### src/rtl/bt_uart_tx.sv
`default_nettype none
// ============================================================================
// Module   : bt_uart_tx
// Brief    : FIFO-buffered UART transmitter with configurable word width, baud
//            divisor and stop bits. The parity bit is added when the macro
//            BT_UART_TX_PARITY_EN is defined.
// Revision : 1.0 - initial release
// ============================================================================
module bt_uart_tx #(
    parameter int CLKS_PER_BIT = 5208,
    parameter int DATA_W       = 8,
    parameter int STOP_BITS    = 1,
    parameter int FIFO_DEPTH   = 4
) (
    input  logic                              clk,
    input  logic                              rst,
    input  logic [DATA_W-1:0]                 din,
    input  logic                              wr_en,
    input  logic                              parity_odd,
    output logic                              tx,
    output logic                              busy,
    output logic                              done,
    output logic                              full,
    output logic [$clog2(FIFO_DEPTH+1)-1:0]   level,
    output logic                              overflow
);

    localparam int c_CNT_W = $clog2(CLKS_PER_BIT);
    localparam int c_PTR_W = $clog2(FIFO_DEPTH);
    localparam int c_LVL_W = $clog2(FIFO_DEPTH + 1);
    localparam int c_BIT_W = $clog2(DATA_W);

    localparam logic [c_CNT_W-1:0] c_CNT_LAST  = c_CNT_W'(CLKS_PER_BIT - 1);
    localparam logic [c_BIT_W-1:0] c_DATA_LAST = c_BIT_W'(DATA_W - 1);
    localparam logic [c_BIT_W-1:0] c_STOP_LAST = c_BIT_W'(STOP_BITS - 1);
    localparam logic [c_LVL_W-1:0] c_DEPTH     = c_LVL_W'(FIFO_DEPTH);

    typedef enum logic [2:0] {
        S_IDLE   = 3'd0,
        S_START  = 3'd1,
        S_DATA   = 3'd2,
`ifdef BT_UART_TX_PARITY_EN
        S_PARITY = 3'd3,
`endif
        S_STOP   = 3'd4
    } state_t;

    // ------------------------------------------------------------------------
    // FIFO storage and bookkeeping
    // ------------------------------------------------------------------------
    logic [DATA_W-1:0]  r_mem [FIFO_DEPTH];
    logic [c_PTR_W-1:0] r_wr_ptr;
    logic [c_PTR_W-1:0] r_rd_ptr;
    logic [c_LVL_W-1:0] r_level;
    logic               r_overflow;

    logic               w_full;
    logic               w_push;
    logic               w_pop;
    logic               w_has_word;
    logic [DATA_W-1:0]  w_head;

    // ------------------------------------------------------------------------
    // Transmit datapath and FSM
    // ------------------------------------------------------------------------
    state_t             r_state;
    state_t             w_state_next;
    logic [c_CNT_W-1:0] r_cnt;
    logic [c_BIT_W-1:0] r_bit_idx;
    logic [c_BIT_W-1:0] w_bit_idx_next;
    logic [DATA_W-1:0]  r_shift;
    logic               r_tx;
    logic               r_done;
    logic               w_done;
    logic               w_tick;
    logic               w_shift_en;
    logic               w_tx_next;

`ifdef BT_UART_TX_PARITY_EN
    logic               r_parity;
`else
    logic               w_unused_parity;
    assign w_unused_parity = parity_odd;
`endif

    assign w_full     = (r_level == c_DEPTH);
    assign w_push     = wr_en && !w_full;
    assign w_has_word = (r_level != '0);
    assign w_head     = r_mem[r_rd_ptr];
    assign w_tick     = (r_cnt == c_CNT_LAST);

    // A write seen while full is dropped even if a pop frees a slot this edge.
    always_ff @(posedge clk or posedge rst) begin
        if (rst) begin
            r_wr_ptr   <= '0;
            r_rd_ptr   <= '0;
            r_level    <= '0;
            r_overflow <= 1'b0;
        end else begin
            r_overflow <= wr_en && w_full;
            if (w_push) begin
                r_wr_ptr <= r_wr_ptr + 1'b1;
            end
            if (w_pop) begin
                r_rd_ptr <= r_rd_ptr + 1'b1;
            end
            if (w_push && !w_pop) begin
                r_level <= r_level + 1'b1;
            end else if (w_pop && !w_push) begin
                r_level <= r_level - 1'b1;
            end
        end
    end

    always_ff @(posedge clk) begin
        if (w_push) begin
            r_mem[r_wr_ptr] <= din;
        end
    end

    always_comb begin
        w_state_next   = r_state;
        w_bit_idx_next = r_bit_idx;
        w_pop          = 1'b0;
        w_done         = 1'b0;
        w_shift_en     = 1'b0;
        case (r_state)
            S_IDLE: begin
                if (w_has_word) begin
                    w_pop        = 1'b1;
                    w_state_next = S_START;
                end
            end
            S_START: begin
                if (w_tick) begin
                    w_state_next   = S_DATA;
                    w_bit_idx_next = '0;
                end
            end
            S_DATA: begin
                if (w_tick) begin
                    w_shift_en = 1'b1;
                    if (r_bit_idx == c_DATA_LAST) begin
                        w_bit_idx_next = '0;
`ifdef BT_UART_TX_PARITY_EN
                        w_state_next   = S_PARITY;
`else
                        w_state_next   = S_STOP;
`endif
                    end else begin
                        w_bit_idx_next = r_bit_idx + 1'b1;
                    end
                end
            end
`ifdef BT_UART_TX_PARITY_EN
            S_PARITY: begin
                if (w_tick) begin
                    w_state_next   = S_STOP;
                    w_bit_idx_next = '0;
                end
            end
`endif
            S_STOP: begin
                if (w_tick) begin
                    if (r_bit_idx == c_STOP_LAST) begin
                        w_done         = 1'b1;
                        w_bit_idx_next = '0;
                        // Chain straight into the next frame with no idle gap.
                        if (w_has_word) begin
                            w_pop        = 1'b1;
                            w_state_next = S_START;
                        end else begin
                            w_state_next = S_IDLE;
                        end
                    end else begin
                        w_bit_idx_next = r_bit_idx + 1'b1;
                    end
                end
            end
            default: begin
                w_state_next = S_IDLE;
            end
        endcase
    end

    always_comb begin
        w_tx_next = 1'b1;
        case (r_state)
            S_START:  w_tx_next = 1'b0;
            S_DATA:   w_tx_next = r_shift[0];
`ifdef BT_UART_TX_PARITY_EN
            S_PARITY: w_tx_next = r_parity;
`endif
            default:  w_tx_next = 1'b1;
        endcase
    end

    // tx lags the state by one cycle so every bit, including start, is
    // held for exactly CLKS_PER_BIT cycles on the line.
    always_ff @(posedge clk or posedge rst) begin
        if (rst) begin
            r_state   <= S_IDLE;
            r_cnt     <= '0;
            r_bit_idx <= '0;
            r_shift   <= '0;
            r_tx      <= 1'b1;
            r_done    <= 1'b0;
        end else begin
            r_state   <= w_state_next;
            r_bit_idx <= w_bit_idx_next;
            r_done    <= w_done;
            r_tx      <= w_tx_next;
            if (w_pop || (r_state == S_IDLE) || w_tick) begin
                r_cnt <= '0;
            end else begin
                r_cnt <= r_cnt + 1'b1;
            end
            if (w_pop) begin
                r_shift <= w_head;
            end else if (w_shift_en) begin
                r_shift <= {1'b0, r_shift[DATA_W-1:1]};
            end
        end
    end

`ifdef BT_UART_TX_PARITY_EN
    always_ff @(posedge clk or posedge rst) begin
        if (rst) begin
            r_parity <= 1'b0;
        end else if (w_pop) begin
            r_parity <= (^w_head) ^ parity_odd;
        end
    end
`endif

    assign tx       = r_tx;
    assign busy     = (r_state != S_IDLE);
    assign done     = r_done;
    assign full     = w_full;
    assign level    = r_level;
    assign overflow = r_overflow;

endmodule
`default_nettype wire

### config.mk
export PLATFORM = sky130hd
export DESIGN_NAME = bt_uart_tx
export DESIGN_NICKNAME = d
export VERILOG_FILES = /design/src/rtl/bt_uart_tx.sv
export SDC_FILE = /design/constraint.sdc
export NUM_CORES = 1
export LEC_CHECK = 0
export BUFFER_PORTS_ARGS = -buffer_cell sky130_fd_sc_hd__buf_4
export CAP_MARGIN = 25
export CORE_UTILIZATION = 45
export CTS_BUF_LIST = sky130_fd_sc_hd__clkbuf_2
export DETAILED_ROUTE_END_ITERATION = 6
export PLACE_DENSITY = 0.65
export REMOVE_ABC_BUFFERS = 1
export SLEW_MARGIN = 20
export SYNTH_ARGS = -nofsm -noshare
export SYNTH_HDL_FRONTEND = slang
export SYNTH_SLANG_ARGS = --single-unit
### constraint.sdc
create_clock -name clk -period 2.7 [get_ports clk]
set_input_delay 0.135 -clock clk [delete_from_list [all_inputs] [get_ports clk]]
set_output_delay 0.135 -clock clk [all_outputs]
set_load 0.05 [all_outputs]
* After elaboration in Yosys (flattened, before gate mapping) *
Memory sizes are Yosys's and may differ from the RTL's.
Cells that the tools add are included.

cells by class
  add/sub/neg operators = 6
  multipliers = 0
  div/mod/pow operators = 0
  order comparisons = 0
  equality and inequality tests = 12
  shift operators = 0
  muxes and demuxes = 31
  bitwise logic cells = 0
  reductions and logical operators = 18

operators with widths
  operator               count
  $mux 3                 13
  $mux 8                 2
  $add 13x1->13 const B  1
  $eq 13x13->1 const B   1
  $mux 13                1
  $ne 2x2->1 const B     6
  $pmux 3 s4             1
  $mux 1                 11
  $eq 3x3->1 const B     3
  $pmux 3 s3             1
  $reduce_bool 3->1      3
  $add 3x1->3 const B    2
  $logic_not 3->1        2
  $reduce_and 6->1       1
  $add 2x1->2 const B    2
  $logic_and 1x1->1      4
  $pmux 1 s2             2
  $reduce_and 4->1       1
  $reduce_bool 2->1      2
  $eq 3x1->1 const B     1
  $eq 3x2->1 const B     1
  $logic_not 1->1        3
  $sub 3x1->3 const B    1
  $logic_or 1x1->1       2

word-level totals
  bits in registers = 37
  bits in latches = 0
  RAM bits = 32
  bits in read-only memories = 0
  input bits = 12
  output and inout port bits = 8
  word-level logic and storage cells = 78
  memories = 1

memories
  name   depth  width  read ports  clocked after memory_dff  write ports  line  RTL
  r_mem  4      8      1           0                         1            51    logic [DATA_W-1:0] r_mem [FIFO_DEPTH];

* Depth between registers and ports, before layout *
Gate-level depths: netlist of run 1.

  depth in word-level cells = 8
  gate-level depth with buffers = 12
  depth with buffers taken out = 11

* Worst setup path after synthesis of run 1 *
OpenSTA, ideal clock, no wires.

  path kind = reg-to-reg
  start point = reg r_level[2], in the netlist level[2]
  end point = reg r_level[1], in the netlist level[1]
  setup time = 0.125 ns
  arrival time = 3.197 ns
  data required time = 2.575 ns
  setup slack = -0.622 ns
  stages on the path, launching flop included = 8
  buffers on the path = 1
  period minus slack after synthesis = 3.322 ns
  cell sequence = dfrtp_1 nor3b_1 nor2b_1 clkbuf_1 ha_1 inv_1 fa_1 mux2_2

between the ends
  elaborated cells on any way between the ends = 14
  classes of those cells = eq/ne: 1; mux: 5; reduce/logical: 8

RTL lines
  element                      line  RTL
  start: declaration           54    logic [c_LVL_W-1:0] r_level;
  start signal: assignment     108   r_level <= r_level + 1'b1;
  start signal: assignment     110   r_level <= r_level - 1'b1;
  $eq 3x3->1 (*)               86    assign w_full = (r_level == c_DEPTH);
  named net full               23    output logic full,
  $logic_not 1->1 (*)          87    assign w_push = wr_en && !w_full;
  $logic_and 1x1->1 (*)        87
  named net w_push             58    logic w_push;
  $logic_not 1->1              109   end else if (w_pop && !w_push) begin
  $logic_and 1x1->1            109
  $reduce_bool 2->1 (no line)  --

The timed path passes the listed nets; every way through them passes the cells marked *.
A chain may end at the register's enable or synchronous reset.

* Worst setup path in the final report of run 1 *
  start point = reg r_cnt[7]
  end point = reg r_level[1], in the netlist level[1]

between the ends
  word-level cells in the longest chain between the ends = 6
  elaborated cells on any way between the ends = 8
  classes of those cells = eq/ne: 1; mux: 3; reduce/logical: 4

ends and longest elaborated chain
  element                                      line  RTL
  start: declaration                           68    logic [c_CNT_W-1:0] r_cnt;
  start signal: assignment                     216   r_cnt <= r_cnt + 1'b1;
  $eq 13x13->1 (*)                             90    assign w_tick = (r_cnt == c_CNT_LAST);
  $mux 1 (*)                                   164   if (w_tick) begin
  $pmux 1 s2 (*)                               127   case (r_state)
  $logic_not 1->1                              107   if (w_push && !w_pop) begin
  $logic_and 1x1->1                            107
  $mux 3 or $reduce_bool 2->1 (tied branches)  --

Mark *: on every way between the ends. The rest lies on a longest branch, timed or not.

==> results.cfg, run 1 <==
[drt]
routed_wl_mm = 5.259
viasPerCell = 5.060
drc = 0
via_count = 1857
dr.pass1.iters = 4
drt_iter0_markers = 39
routedWlPerCell_microns = 14.33
ant_nets = 0

[sta]
worstMarginPinSlew_ns = 0.7399
max-slew-margin-rel_pct = 50.05
timing.final.ws_setup_ns = 0.1202
hold_viol_final = 0
max_freq_ghz = 0.3876
skew_ns = 0.03241
setup_viol = 0
rsz0062_at_grt = false
fin_crit_ns = 2.580
slew_viol_final = 0
min_period_over_period_pct = 95.55

[yosys]
ys_types = 53
synth-main-ff-cell = dfrtp_1
synth_seq_cells = 69
netlist.area_leader.share_pct = 29.66
ys_warn_count = 0
netlist_instances = 227
postSynth.asyncResetShare_pct = 53.62
synth-edff-count = 32
yosysSeqAreaShare_pct = 58.29
avgSynthCellArea_sq_um = 14.27
yosys.area.top_type = edfxtp_1
ys_top_cells_by_area = edfxtp_1 30%, dfrtp_1 28%, mux2_2 4.2%
syn_area_sq_um = 3239

[floorplanning]
fp-row-count = 30
die_w_microns = 86.85
die-area_sq_um = 7542
ios = 20
initial_core_util_pct = 47.16
core_area_sq_um = 6869
dieHeight_microns = 86.85

[grt]
grt_pass1_wl_mm = 8.963
grt_antenna_before_repair = 0
overflow = 0
grt_pass1_vias = 1920
track_usage_pct = 16.15
grt_max_degree = 38

[cells_and_area]
multi_input_area_sq_um = 1231
syn2layout_area_growth_pct = 14.25
fin_nets = 288
diodes = 0
drive_gt1_share_pct = 26.94
final_common_cell = dfrtp_1
fill_cells = 576
seqCellArea_sq_um = 1888
final_cell_mix = 36 x dfrtp_1, 32 x edfxtp_1, 26 x buf_4, 12 x mux2_2, 11 x inv_1

[placement]
place_ws_ns = 0.02186
hpwl_mm = 3.449
port_buffers = 18
place_congestion = 0.7738

[run]
maxCapViolations = 0

[clock_tree]
cts.sinks = 69
cts_inserted_buffers = 9
cts_tree = done
h-tree-depth = 3
root_buffer = clkbuf_2
cts_resized = 0
clk_path_buf_depth = 2
clk_pin_slew_ns = 0.23
clk_latency_ns = 0.53

[worst_setup_path]
cp.required_ns = 3.15
cpPeakStageDelay_ns = 0.57
path_class = flop to flop
critical_path.max_fanout = 4
cp_slowest_cell = or4bb_4
crit_path_end_kind = flop
crit_path_start_kind = flop
path_cells = or4bb_4 > o41ai_4 > nand2_2 > ha_1 > inv_1 > fa_1 > mux2_2
cp.arrival_ns = 3.03

[pwr]
power_mw = 3.156
ir_worst_vdd_mv = 0.4295
p_leak_nw = 1.500
power_density_nw_per_um2 = 852.8

[worst_hold_path]
min_path_type = primary input to asynchronous set/reset pin

[outcome]
status = completed
synthesized netlist by cell type (2+ instances only):
cell and count:
nor3b_1 4, clkbuf_1 2, nor2_1 10, dfrtp_1 36, mux4_2 4, ha_1 9
a21oi_1 5, nand3_1 6, mux2_4 6, o211ai_1 2, buf_6 2, nor3_1 9
nand2b_1 2, and2_1 6, mux2_2 12, nor4_1 2, nor2b_1 4, nand2_1 10
or4_1 3, edfxtp_1 32, o21ai_0 5, xnor2_1 9, mux4_1 4, xor2_1 4
inv_1 11
area by class of cell:
type	count	share of cell area (%)
clock buffers	9	1.217
inverters	11	1.116
flip-flops and latches	69	51.01
clock inverters	7	2.164
repair buffers	36	7.978
multi-input cells	139	33.27
well taps	96	3.245
stage by stage:
stage | instances | instance area (sq um) | util [%] | TNS, ns | hold slack (ns)
global route | 367 | 3701 | 53.88 | 0 | 0.2496
detailed placement | 340 | 3468 | 50.49 | 0 | 0.2880
finish | 367 | 3701 | 53.88 | 0 | 0.2338
CTS | 366 | 3694 | 53.77 | 0 | 0.2206
global placement | 340 | 3468 | 50.49 | 0 | 0.2866
floorplan | 219 | 3161 | - | -8.625 | 0.2339
worst paths after layout:
check	start	cells past startpoint	end	slack (ns)
max	r_cnt[7]$_DFF_PP0_	7	level[1]$_DFFE_PP0P_	0.12
min	rst	4	r_cnt[10]$_DFF_PP0_	0.23
max reg2reg	r_cnt[7]$_DFF_PP0_	7	level[1]$_DFFE_PP0P_	0.12
min reg2reg	r_cnt[0]$_DFF_PP0_	1	r_cnt[0]$_DFF_PP0_	0.50
max in group asynchronous	rst	4	tx$_DFF_PP1_	2.08
min in group clk	din[1]	2	r_mem[0][1]$_DFFE_PP_	0.33
where the power goes:
part / switching (mW) / internal (mW)
combinational: 0.455 / 0.484
clock: 0.415 / 0.226
sequential: 0.204 / 1.37
what timing repair did:
action,4_1_cts,5_1_grt
hold buffers,10,0
endpoints found under the hold margin,69,0
buffers inserted,0,1
setup endpoints to repair,0,2
critical path, delay by kind of cell, from the launching register on:
kind | cells | cell delay, ns
adders and majority gates | 2 | 0.62
muxes | 1 | 0.28
DFF | 1 | 0.47
AOI/OAI and AO/OA | 1 | 0.39
buffers and inverters | 1 | 0.08
and+or+nand+nor | 2 | 0.67
flip-flops by register name, indices dropped and copies added (netlist names):
signal and flops:
r_mem 32, r_shift 8, r_rd_ptr 2, r_wr_ptr 2, r_cnt 13, overflow 1, level 3, done 1
tx 1, r_bit_idx 3, r_state 3
per-layer routing:
layer	wire [microns]	up-vias	global-route usage [%]
met5	0	-	0
met4	80	0	8.182
met3	155	7	4.571
met2	2578	24	25.91
met1	2444	912	19.99
li1	-	914	-
cell families (layout without fill, tap and decap cells):
group                    count (synthesis)  after routing  share of synthesized area, %
adder cells (fa/ha/maj)                 10             10                         4.094
multiplexers                            27             27                         13.29
XOR/XNOR                                13             13                         3.515
buffers and inverters                   19             63                         3.708
flip-flops                              69             69                         58.29
AO/OA/AOI/OAI                           19             19                         4.249
AND/OR/NAND/NOR                         70             70                         12.86
Note: power is estimated with default switching activity, not from simulation.
==> run 2, diff against run 1 <==
--- a/config.mk
+++ b/config.mk
@@ -7,10 +7,12 @@
 export LEC_CHECK = 0
 export BUFFER_PORTS_ARGS = -buffer_cell sky130_fd_sc_hd__buf_4
 export CAP_MARGIN = 25
-export CORE_UTILIZATION = 45
+export CELL_PAD_IN_SITES_DETAIL_PLACEMENT = 0
+export CELL_PAD_IN_SITES_GLOBAL_PLACEMENT = 2
+export CORE_UTILIZATION = 30
 export CTS_BUF_LIST = sky130_fd_sc_hd__clkbuf_2
 export DETAILED_ROUTE_END_ITERATION = 6
-export PLACE_DENSITY = 0.65
+export PLACE_DENSITY = 0.61
 export REMOVE_ABC_BUFFERS = 1
 export SLEW_MARGIN = 20
 export SYNTH_ARGS = -nofsm -noshare
==> results.cfg, run 2 (synthesis gave the netlist of run 1 again) <==
[drt]
dr.pass1.iters = 4
via_count = 1853
viasPerCell = 4.498
ant_nets = 0
routedWlPerCell_microns = 13.61
drt_iter0_markers = 60
routed_wl_mm = 5.608
drc = 0

[floorplanning]
die-area_sq_um = 11220
dieHeight_microns = 105.9
fp-row-count = 37
initial_core_util_pct = 31.10
core_area_sq_um = 10420
die_w_microns = 105.9
ios = 20

[sta]
skew_ns = 0.03621
timing.final.ws_setup_ns = 0.1551
fin_crit_ns = 2.545
min_period_over_period_pct = 94.26
rsz0062_at_grt = false
max-slew-margin-rel_pct = 44.47
worstMarginPinSlew_ns = 0.8226
fin_setup_tns_ns = 0
setup_viol = 0
hold_viol_final = 0
fin_hold_ws_ns = 0.1026
slew_viol_final = 0
max_freq_ghz = 0.3929

[pwr]
p_leak_nw = 1.544
ir_worst_vdd_mv = 0.3644
power_density_nw_per_um2 = 852.7
power_mw = 3.257

[worst_setup_path]
cp.arrival_ns = 2.95
cpPeakStageDelay_ns = 0.60
critical_path.max_fanout = 6
crit_path_start_kind = flop
cp_top_family = simple AND/OR/NAND/NOR gates
cp.buffers_inverters = 1
cp_slowest_cell = or4bb_4
path_class = flop to flop
cp.required_ns = 3.10
cp-startpoint = r_cnt[6]$_DFF_PP0_
reg2reg_depth = 7
crit_path_end_kind = flop
path_cells = or4bb_4 > o41ai_4 > nand2_2 > ha_1 > inv_1 > fa_1 > mux2_2
cp.depth = 7
r2r_start = r_cnt[6]$_DFF_PP0_

[cells_and_area]
multi_input_area_sq_um = 1231
syn2layout_area_growth_pct = 17.92
diodes = 0
fill_cells = 1050
fin_nets = 293
seqCellArea_sq_um = 1888
drive_gt1_share_pct = 28.26
fin_area_sq_um = 3820
utilization_pct = 36.67
stdcell_count = 412
largest_register = r_mem
largest_reg_flops = 32
final_common_cell = dfrtp_1
final_cell_mix = 36 x dfrtp_1, 32 x edfxtp_1, 30 x buf_4, 12 x mux2_2, 11 x inv_1
top_regs = r_mem: 32 flops, r_cnt: 13 flops, r_shift: 8 flops

[grt]
grt_pass1_vias = 1923
track_usage_pct = 11.43
grt_max_degree = 23
grt_pass1_wl_mm = 9.722
grt_antenna_before_repair = 0
overflow = 0

[clock_tree]
cts_tree = done
cts_inserted_buffers = 9
clk_path_buf_depth = 2
clk_latency_ns = 0.51
h-tree-depth = 3
clk_pin_slew_ns = 0.20
cts.sinks = 69
root_buffer = clkbuf_2

[outcome]
status = completed

[placement]
hpwl_mm = 3.798
port_buffers = 18
place_congestion = 0.6739
dp.cells = 385
dpl-instance-area_sq_um = 3556
place_ws_ns = 0.06958

[worst_hold_path]
min_path_type = primary input to asynchronous set/reset pin

[run]
maxCapViolations = 0
run 2: cell types whose count changed in the layout (fill, tap and decap cells not counted):
cell	change
bufinv_16	+1
buf_8	+1
clkinvlp_4	-2
inv_6	-1
clkinv_4	+2
buf_4	+4
run 2: worst reg2reg max path, cell delays in order, from the launching register on:
cell,delay [ns]
dfrtp_1,0.44
or4bb_4,0.60
o41ai_4,0.37
nand2_2,0.11
ha_1,0.22
inv_1,0.07
fa_1,0.40
mux2_2,0.27
run 2: worst paths after layout:
| path | to | slack (ns) |
|---|---|---|
| max | level[1]$_DFFE_PP0P_ | 0.16 |
| min reg2reg | level[2]$_DFFE_PP0P_ | 0.53 |
| min | r_cnt[7]$_DFF_PP0_ | 0.10 |
| max reg2reg | level[1]$_DFFE_PP0P_ | 0.16 |
| max in group asynchronous | tx$_DFF_PP1_ | 1.95 |
| min in group clk | r_mem[3][7]$_DFFE_PP_ | 0.35 |
run 2: area by class of cell:
| cell class | instances | area share [%] |
|---|---|---|
| clock buffer | 9 | 1.179 |
| multi-input combinational | 139 | 32.23 |
| inverter | 11 | 1.081 |
| clock inverter | 7 | 2.719 |
| timing repair buffer | 41 | 8.909 |
| sequential | 69 | 49.43 |
| tap | 136 | 4.455 |
run 2: report_power, final:
part | switching [mW] | internal, mW
clock network | 0.410 | 0.320
logic | 0.465 | 0.495
registers | 0.197 | 1.37
total | 1.07 | 2.19
run 2: what timing repair did:
| item | CTS | global route |
|---|---|---|
| resized for setup | 0 | 0 |
| setup endpoints to repair | 0 | 1 |
| setup buffers | 0 | 0 |
| endpoints found under the hold margin | 53 | 0 |
| hold buffers | 10 | 0 |
run 2: routing by layer:
metal	wire length, microns	up-vias	GRT usage [%]	share of wire, %
met4	59	0	4.167	1.1
met1	2734	899	14.50	49
met5	0	-	0	0
met3	143	6	3.495	2.5
li1	-	931	-	-
met2	2671	17	18.39	48
